`src/rtl/serial_word_rx.sv`:
```
// rtl/serial_word_rx.sv - serial-to-parallel word receiver with 2-entry output FIFO
module serial_word_rx #(
  parameter int DW = 4,
  localparam int CW = $clog2(DW)
) (
  input  logic          clk,
  input  logic          rst,
  input  logic          enb,
  input  logic          ser_in,
  input  logic          msb_first,
  input  logic          clr,
  input  logic          out_ready,
  output logic [DW-1:0] out_data,
  output logic          out_valid,
  output logic [1:0]    fill,
  output logic [CW-1:0] bit_cnt,
  output logic          overflow
);

  typedef enum logic {IDLE, SHIFT} state_t;

  state_t        state_q, state_d;
  logic [CW-1:0] cnt_q, cnt_d;
  logic [DW-1:0] acc_q, acc_d;
  logic          ord_q, ord_d;
  logic [DW-1:0] ent0_q, ent0_d;
  logic [DW-1:0] ent1_q, ent1_d;
  logic [1:0]    fill_q, fill_d;
  logic          ovf_q, ovf_d;

  logic          ord_use;
  logic [DW-1:0] shifted;
  logic          push;
  logic          pop;

  always_ff @(posedge clk or negedge rst) begin
    if (!rst) begin
      state_q <= IDLE;
      cnt_q   <= '0;
      acc_q   <= '0;
      ord_q   <= 1'b0;
      ent0_q  <= '0;
      ent1_q  <= '0;
      fill_q  <= 2'd0;
      ovf_q   <= 1'b0;
    end else begin
      state_q <= state_d;
      cnt_q   <= cnt_d;
      acc_q   <= acc_d;
      ord_q   <= ord_d;
      ent0_q  <= ent0_d;
      ent1_q  <= ent1_d;
      fill_q  <= fill_d;
      ovf_q   <= ovf_d;
    end
  end

  always_comb begin
    state_d = state_q;
    cnt_d   = cnt_q;
    acc_d   = acc_q;
    ord_d   = ord_q;
    ent0_d  = ent0_q;
    ent1_d  = ent1_q;
    fill_d  = fill_q;
    ovf_d   = ovf_q;
    push    = 1'b0;

    // The first bit of a word uses the live order input, which is latched for the rest.
    ord_use = (state_q == IDLE) ? msb_first : ord_q;
    shifted = ord_use ? {acc_q[DW-2:0], ser_in} : {ser_in, acc_q[DW-1:1]};

    if (enb) begin
      acc_d = shifted;
      case (state_q)
        IDLE: begin
          ord_d   = msb_first;
          cnt_d   = CW'(1);
          state_d = SHIFT;
        end
        SHIFT: begin
          if (cnt_q == CW'(DW - 1)) begin
            push    = 1'b1;
            cnt_d   = '0;
            state_d = IDLE;
          end else begin
            cnt_d = cnt_q + CW'(1);
          end
        end
        default: state_d = IDLE;
      endcase
    end

    pop = (fill_q != 2'd0) && out_ready;

    // Entry 0 is always the head and is kept zero while the FIFO is empty.
    case (fill_q)
      2'd0: begin
        if (push) begin
          ent0_d = shifted;
          fill_d = 2'd1;
        end
      end
      2'd1: begin
        if (push && pop) begin
          ent0_d = shifted;
        end else if (pop) begin
          ent0_d = '0;
          fill_d = 2'd0;
        end else if (push) begin
          ent1_d = shifted;
          fill_d = 2'd2;
        end
      end
      default: begin
        if (pop) begin
          ent0_d = ent1_q;
          if (push) begin
            ent1_d = shifted;
          end else begin
            ent1_d = '0;
            fill_d = 2'd1;
          end
        end else if (push) begin
          ovf_d = 1'b1;
        end
      end
    endcase

    if (clr) begin
      state_d = IDLE;
      cnt_d   = '0;
      acc_d   = '0;
      ord_d   = 1'b0;
      ent0_d  = '0;
      ent1_d  = '0;
      fill_d  = 2'd0;
      ovf_d   = 1'b0;
    end
  end

  assign out_data  = ent0_q;
  assign out_valid = (fill_q != 2'd0);
  assign fill      = fill_q;
  assign bit_cnt   = cnt_q;
  assign overflow  = ovf_q;

endmodule

```
`config.mk`:
```
export PLATFORM = sky130hd
export DESIGN_NAME = serial_word_rx
export DESIGN_NICKNAME = d
export VERILOG_FILES = /design/src/rtl/serial_word_rx.sv
export SDC_FILE = /design/constraint.sdc
export NUM_CORES = 1
export LEC_CHECK = 0
export BUFFER_PORTS_ARGS = -buffer_cell sky130_fd_sc_hd__buf_2
export CAP_MARGIN = 20
export CORE_MARGIN = 2
export CORE_UTILIZATION = 53
export DETAILED_ROUTE_END_ITERATION = 8
export PLACE_DENSITY_LB_ADDON = 0.12
export SLEW_MARGIN = 5
export SYNTH_ARGS = -nofsm -noshare
export SYNTH_HDL_FRONTEND = slang
export SYNTH_SLANG_ARGS = --single-unit
```
`constraint.sdc`:
```
create_clock -name clk -period 1.85 [get_ports clk]
set_input_delay 0.2775 -clock clk [delete_from_list [all_inputs] [get_ports clk]]
set_output_delay 0.2775 -clock clk [all_outputs]
set_load 0.02 [all_outputs]
```
# [Word level (Yosys, flattened, before mapping)]
# Index checks and enable logic that the tools add are counted.
[op_classes] shifts=0 reduce_logical=13 add_sub_neg=1 n_bitwise=1 mul=0 magnitude_cmp=0 div_mod_pow=0 muxes=41 n_eq_ne=12
[op_table] operator="4-bit two-way mux" count=13
[op_table] operator="2-bit two-way mux" count=10
[op_table] operator="4-bit case mux with 2 select lines" count=2
[op_table] operator="1-bit two-way mux" count=13
[op_table] operator="3-bit != test, second input constant" count=4
[op_table] operator="5-bit AND reduction" count=2
[op_table] operator="4-bit != test, second input constant" count=2
[op_table] operator="2-bit case mux with 2 select lines" count=2
[op_table] operator="3-bit AND reduction" count=2
[op_table] operator="2-bit nonzero test" count=3
[op_table] operator="2-bit != test, second input constant" count=2
[op_table] operator="4-bit by 2-bit != test with 1-bit output, second input constant" count=1
[op_table] operator="4-bit nonzero test" count=1
[op_table] operator="3-bit nonzero test" count=1
[op_table] operator="2-bit by 1-bit adder with 2-bit output, second input constant" count=1
[op_table] operator="2-bit by 1-bit equality test with 1-bit output, second input constant" count=1
[op_table] operator="2-bit equality test, second input constant" count=1
[op_table] operator="1-bit logical AND" count=2
[op_table] operator="2-bit zero test" count=1
[op_table] operator="2-bit by 1-bit != test with 1-bit output, second input constant" count=1
[op_table] operator="1-bit case mux with 2 select lines" count=1
[op_table] operator="2-bit OR reduction" count=1
[op_table] operator="1-bit NOT" count=1
[totals] n_memories=0 romBits=0 ramBits=0 elab_cells=76 inputBits=7 latchBits=0 ff_bits=19

# [Logic depth before layout (Yosys ltp)]
# Gate-level depths: netlist (run 1).
[logic_depth] depth_word=9 depth_mapped=4 depth_no_buf=4

# [Least setup slack after synthesis (run 1)]
# Ideal clock, no wire load.
[synth_path] path_type="reg-to-reg" startpoint="register cnt_q[0] (netlist: bit_cnt[0])" endpoint="register ent0_q[3] (netlist: out_data[3])" arrival_ps=1515 t_required_ps=1760 stages_incl_launch_ff=5 setup_ps=90 slack_ps=245 path_cell_list="dfrtp_1 ha_1 nand3_4 or4_4 o221ai_1"
[synth_between] elab_chain_len=8 elab_cells_between_ends=11 cone_classes="3 x eq/ne; 6 x mux; 2 x reduce/logical"
[synth_lines] element="start, declared" line="23" rtl="logic [CW-1:0] cnt_q, cnt_d;"
[synth_lines] element="start signal, assigned" line="48" rtl="cnt_q <= cnt_d;"
[synth_lines] element="2-bit equality test *" line="82" rtl="if (cnt_q == CW'(DW - 1)) begin"
[synth_lines] element="1-bit two-way mux *" line="82"
[synth_lines] element="1-bit two-way mux *" line="75" rtl="case (state_q)"
[synth_lines] element="1-bit two-way mux *" line="73" rtl="if (enb) begin"
[synth_lines] element="1-bit logical AND" line="105" rtl="if (push && pop) begin"
[synth_lines] element="4-bit two-way mux" line="105"
[synth_lines] element="4-bit case mux with 2 select lines" line="97" rtl="case (fill_q)"
[synth_lines] element="4-bit two-way mux" line="130" rtl="if (clr) begin"
[synth_lines] element="end signal, assigned" line="51" rtl="ent0_q <= ent0_d;"
[synth_lines] element="end, declared" line="26" rtl="logic [DW-1:0] ent0_q, ent0_d;"
# Every way passes the cells marked *; elsewhere a longest branch is shown, timed or not.
# A chain may end at the register's enable or synchronous reset.

# [Final worst setup path (run 1)]
[layout_path] startpoint="register cnt_q[0] (netlist: bit_cnt[0])" endpoint="register ent0_q[2] (netlist: out_data[2])"
# Same word-level chain as after synthesis.

==> reports/metrics.yaml, run 1 <==
cts_num_sinks: 19
hold_violations: 0
drive_gt1_share_pct: 23.6
post_cts_resized: 0
fillers: 162
cts_inserted_buffers: 3
fin_skew_ps: 2.31
ctsHoldBuffers: 1
initial_utilization_pct: 56.4
synth-seq-cells: 19
crit_fanout: 9
critical_path_class: "flop to flop"
dp_hpwl_um: 1310
grt.total_usage_pct: 19.7
drt_iter0_markers: 17
p_leak_nw: 0.518
overflow: 0
min_from: "msb_first"
first_pass_iters: 4
die-width_um: 46.9
ys_types: 30
worstSetupStartpointType: "flop"
hold_class: "input port to flop"
gp_congestion: 0.801
syn_area_per_cell_um2: 10.5
placed_area_mm2: 0.00107
worstPathArrival_ps: 1820
post_cts_buffers: 0
areaGrowthSynthToFinish_pct: 13.9
yosysSeqAreaShare_pct: 48.8
vdd_drop_max_v: 0.000355
status: "finished clean"
antenna_found_initial: 0
htreeDepth: 1
cap_viol_max_count: 0
dieArea_mm2: 0.00220
reg2reg_from: "bit_cnt[0]$_DFFE_PN0P_"
fin_ws_ps: 248
total_power_uw: 736
grt_max_degree: 20
rows: 15
tightest_slew_ps: 393
placed_cells: 130
vias: 736
wl_per_cell_um: 13.8
relSlewSlack_pct: 73.0
synth_cells: 93
yosysWarnings: 0
min_period_ps: 1600
rsz0062_at_grt: "false"
grt_pass1_vias: 639
root_buffer: "clkbuf_4"
setup_tns_ps: 0
ios: 17
ant_nets: 0
p_per_area_mw_per_mm2: 663
core_mm2: 0.00173
final_area_mm2: 0.00111
postRouteWirelength_um: 1860
die_y_um: 46.9
grt_pass1_wl_um: 2920
critical_path.startpoint: "bit_cnt[0]$_DFFE_PN0P_"
num_antenna_cells: 0
clk_path_buf_depth: 2
worstPathRequired_ps: 2070
pre_cts_ws_ps: 274
fmax_mhz: 624
fin_nets: 119
avgViaCountPerCell: 5.45
cp-end-kind: "flop"
layout.cells.non_filler: 135
portBuffers: 16
maxSlewViolCount: 0
period_share_pct: 86.6
syn_nets: 101
drc: 0
path_clk_slew_ps: 110
clock_latency_ps: 300
netlist_area_um2: 975
setup_viol: 0
cts_tree: "built"
[layout by cell type, fill, tap and decap left out, types with 4 or more instances in the layout]
cell type / n
dfrtp_1: 19
mux2i_1: 5
a21oi_1: 4
buf_2: 16
nand2b_1: 4
a211oi_1: 5
o31ai_1: 4
o211ai_1: 6
o221ai_1: 4
nor2_1: 8
inv_1: 5
nand2_1: 4
[worst paths after layout]
check                                           to  cells after the start  slack [ps]
min in group asynchronous  out_data[0]$_DFFE_PN0P_                      2         430
max reg2reg                out_data[2]$_DFFE_PN0P_                      4         250
min                              ord_q$_DFFE_PN0P_                      3         300
max                        out_data[2]$_DFFE_PN0P_                      4         250
max in group asynchronous      fill[1]$_DFFE_PN0P_                      2        1130
min reg2reg                out_data[3]$_DFFE_PN0P_                      2         500
[critical path, cell delays in order (launching register included)]
cell and delay, ps:
dfrtp_1 400, ha_1 240, nand3_4 150, or4_4 540, o221ai_1 180
[cells in the mapped netlist (all sizes together)]
cell type / count / area (um2)
dfrtp: 19 / 475
nor2: 8 / 30.0
mux2i: 6 / 72.6
o211ai: 6 / 45.0
a211oi: 5 / 37.5
inv: 5 / 18.8
a21oi: 4 / 20.0
buf: 4 / 21.3
nand2: 4 / 15.0
nand2b: 4 / 25.0
o21ai: 4 / 20.0
o221ai: 4 / 35.0
o31ai: 4 / 30.0
clkbuf: 2 / 7.51
nand3: 2 / 22.5
nor2b: 2 / 12.5
nor3: 2 / 10.0
o21a: 2 / 22.5
and3: 1 / 6.26
and3b: 1 / 8.76
ha: 1 / 12.5
or2: 1 / 6.26
or3b: 1 / 8.76
or4: 1 / 11.3
[state kept, by name (all words and copies together) (netlist names)]
register,cells
ent1_q,4
bit_cnt,2
state_q,1
acc_q,4
overflow,1
out_data,4
fill,2
ord_q,1
[per-layer routing]
metal  wire [um]  global-route usage (%)
met3          57                    3.46
met2         870                    31.0
met1         908                    27.0
met4          24                    8.33
met5           0                       0
[metrics by stage]
step / hold slack [ps] / util, %
final: 300 / 64.3
after floorplan: -18.1 / -
after CTS: 303 / 64.3
after detailed placement: 244 / 62.1
after global routing: 302 / 64.3
after global placement: 235 / 62.1
[where the power goes]
group / internal [mW] / switching (mW)
clock: 0.0806 / 0.133
combinational: 0.0327 / 0.0532
sequential: 0.426 / 0.0104
[logic make-up (layout without fill, tap and decap cells)]
family	after synthesis	count (layout)	synth area share (%)
buf+inv	11	28	4.88
simple gates	27	27	16.0
compound gates	29	29	21.6
flops	19	19	48.8
mux	6	6	7.45
fa+ha+maj	1	1	1.28
[area by class of cell]
| cell class | instances | area [um2] | area share (%) |
|---|---|---|---|
| well taps | 25 | 31.3 | 2.82 |
| repair buffers | 19 | 105 | 9.47 |
| multi-input cells | 63 | 452 | 40.7 |
| clock inverters | 1 | 5.00 | 0.451 |
| inverters | 5 | 18.8 | 1.69 |
| flip-flops and latches | 19 | 475 | 42.8 |
| clock buffers | 3 | 22.5 | 2.03 |
Power figures use the tool's default switching activity.
==> inputs of run 2 (changes only) <==
--- a/config.mk
+++ b/config.mk
@@ -10,7 +10,7 @@
 export CORE_MARGIN = 2
 export CORE_UTILIZATION = 53
 export DETAILED_ROUTE_END_ITERATION = 8
-export PLACE_DENSITY_LB_ADDON = 0.12
+export PLACE_DENSITY_LB_ADDON = 0.25
 export SLEW_MARGIN = 5
 export SYNTH_ARGS = -nofsm -noshare
 export SYNTH_HDL_FRONTEND = slang
==> reports/metrics.yaml, run 2 (synthesized netlist as in run 1, its figures left out) <==
setup_tns_ps: 0  # unchanged
first_pass_iters: 4  # unchanged
regToRegSetupSlack_ps: 250  # about the same
vdd_drop_max_v: 0.000418  # was 0.000355 V
die_y_um: 46.9  # unchanged
cpPeakStageDelay_ps: 480  # was 540 ps
worstPathRequired_ps: 2050  # was 2070 ps
fin_skew_ps: 2.35  # was 2.31 ps
reg2regPathDepth: 3  # was 4
overflow: 0  # unchanged
hold_violations: 0  # unchanged
critical_path_class: "flop to flop"  # unchanged
crit_fanout: 7  # was 9
clk_path_buf_depth: 2  # unchanged
die-width_um: 46.9  # unchanged
num_antenna_cells: 0  # unchanged
grt_pass1_wl_um: 3250  # was 2920 um
grt.total_usage_pct: 21.6  # was 19.7%
postRouteWirelength_um: 2030  # was 1860 um
antenna_found_initial: 0  # unchanged
drive_gt1_share_pct: 22.9  # was 23.6%
root_buffer: "clkbuf_4"  # unchanged
multi_input_area_um2: 452  # unchanged
avgViaCountPerCell: 5.65  # was 5.45
regArea_um2: 475  # unchanged
core_mm2: 0.00173  # unchanged
mostFrequentLayoutCells: "dfrtp_1, buf_2, nor2_1"  # unchanged
rows: 15  # unchanged
final_area_mm2: 0.00110  # was 0.00111 mm2
ant_nets: 0  # unchanged
maxSlewViolCount: 0  # unchanged
fillers: 158  # was 162
cts_num_sinks: 19  # unchanged
path_clk_slew_ps: 120  # was 110 ps
cts_inserted_buffers: 3  # unchanged
initial_utilization_pct: 56.4  # unchanged
grt_max_degree: 20  # unchanged
wl_per_cell_um: 15.1  # was 13.8 um
relSlewSlack_pct: 71.0  # was 73.0%
ctsHoldBuffers: 1  # unchanged
whs_endpoint: "ord_q$_DFFE_PN0P_"  # unchanged
min_period_ps: 1600  # about the same
layout_commonest_cell: "dfrtp_1"  # unchanged
hold_depth: 3  # unchanged
dieArea_mm2: 0.00220  # unchanged
drc: 0  # unchanged
rsz0062_at_grt: "false"  # unchanged
fin_nets: 118  # was 119
cts_tree: "built"  # unchanged
fmax_mhz: 623  # was 624 MHz
drt_iter0_markers: 16  # was 17
placed_cells: 129  # was 130
post_cts_resized: 0  # unchanged
gp_congestion: 0.882  # was 0.801
vias: 757  # was 736
areaGrowthSynthToFinish_pct: 13.1  # was 13.9%
tightest_slew_ps: 435  # was 393 ps
regToRegEndpoint: "ent1_q[1]$_DFFE_PN0P_"  # was out_data[2]$_DFFE_PN0P_
reg2reg_from: "fill[0]$_DFFE_PN0P_"  # was bit_cnt[0]$_DFFE_PN0P_
grt_pass1_vias: 690  # was 639
setup_viol: 0  # unchanged
layout.cells.non_filler: 134  # was 135
p_per_area_mw_per_mm2: 677  # was 663 mW/mm2
status: "finished clean"  # unchanged
period_share_pct: 86.7  # was 86.6%
htreeDepth: 1  # unchanged
path_cells: "or3b_1 -> o21a_4 -> o31ai_1"  # was ha_1 -> nand3_4 -> or4_4 -> o221ai_1
post_cts_buffers: 0  # unchanged
dp_hpwl_um: 1450  # was 1310 um
ios: 17  # unchanged
p_leak_nw: 0.513  # was 0.518 nW
min_from: "msb_first"  # unchanged
cap_viol_max_count: 0  # unchanged
placed_area_mm2: 0.00106  # was 0.00107 mm2
cp-end-kind: "flop"  # unchanged
hold_class: "input port to flop"  # unchanged
portBuffers: 16  # unchanged
worstPathArrival_ps: 1810  # was 1820 ps
clock_latency_ps: 310  # was 300 ps
cp_slowest_cell: "or3b_1"  # was or4_4
worstSetupStartpointType: "flop"  # unchanged
## run 2: area by class of cell
class	instances	area share, %
flip-flops and latches	19	43.1
multi-input cells	63	41.0
repair buffers	18	8.85
well taps	25	2.84
clock buffers	3	2.04
inverters	5	1.70
clock inverters	1	0.454
## run 2: critical path, delay by kind of cell, from the launching register on
| family | cells | cell delay, ps |
|---|---|---|
| AO/OA/AOI/OAI | 2 | 570 |
| AND/OR/NAND/NOR | 1 | 480 |
| flip-flops | 1 | 430 |
## run 2: per-stage QoR
step           total power [mW]  hold slack (ps)  setup slack, ps  util (%)
2_1_floorplan             0.498            -18.1              245         -
3_3_place_gp              0.524              239              290      61.7
3_5_place_dp              0.526              238              276      61.7
4_1_cts                   0.739              254              238      63.8
5_1_grt                   0.773              253             95.5      63.8
6_report                  0.747              244              246      63.8
## run 2: how the worst max path moves through the flow
stage / end / slack [ps] / cells past startpoint / from
5_1_grt: out_data[3]$_DFFE_PN0P_ / 100 / 3 / state_q$_DFFE_PN0P_
2_1_floorplan: out_data[3]$_DFFE_PN0P_ / 240 / 4 / bit_cnt[0]$_DFFE_PN0P_
3_5_place_dp: out_data[2]$_DFFE_PN0P_ / 280 / 4 / bit_cnt[0]$_DFFE_PN0P_
3_3_place_gp: out_data[2]$_DFFE_PN0P_ / 290 / 4 / bit_cnt[0]$_DFFE_PN0P_
4_1_cts: out_data[3]$_DFFE_PN0P_ / 240 / 3 / state_q$_DFFE_PN0P_
6_report: ent1_q[1]$_DFFE_PN0P_ / 250 / 3 / fill[0]$_DFFE_PN0P_
## run 2: per-layer routing
metal,wire length [um],GRT usage [%]
met3,86,3.85
met2,937,32.9
met1,956,29.7
met4,44,10.6
met5,0,0
## run 2: power breakdown
part / switching (mW) / internal [mW] / total [mW]
Sequential: 0.0118 / 0.426 / 0.438
Clock: 0.147 / 0.0810 / 0.228
Combinational: 0.0503 / 0.0309 / 0.0812
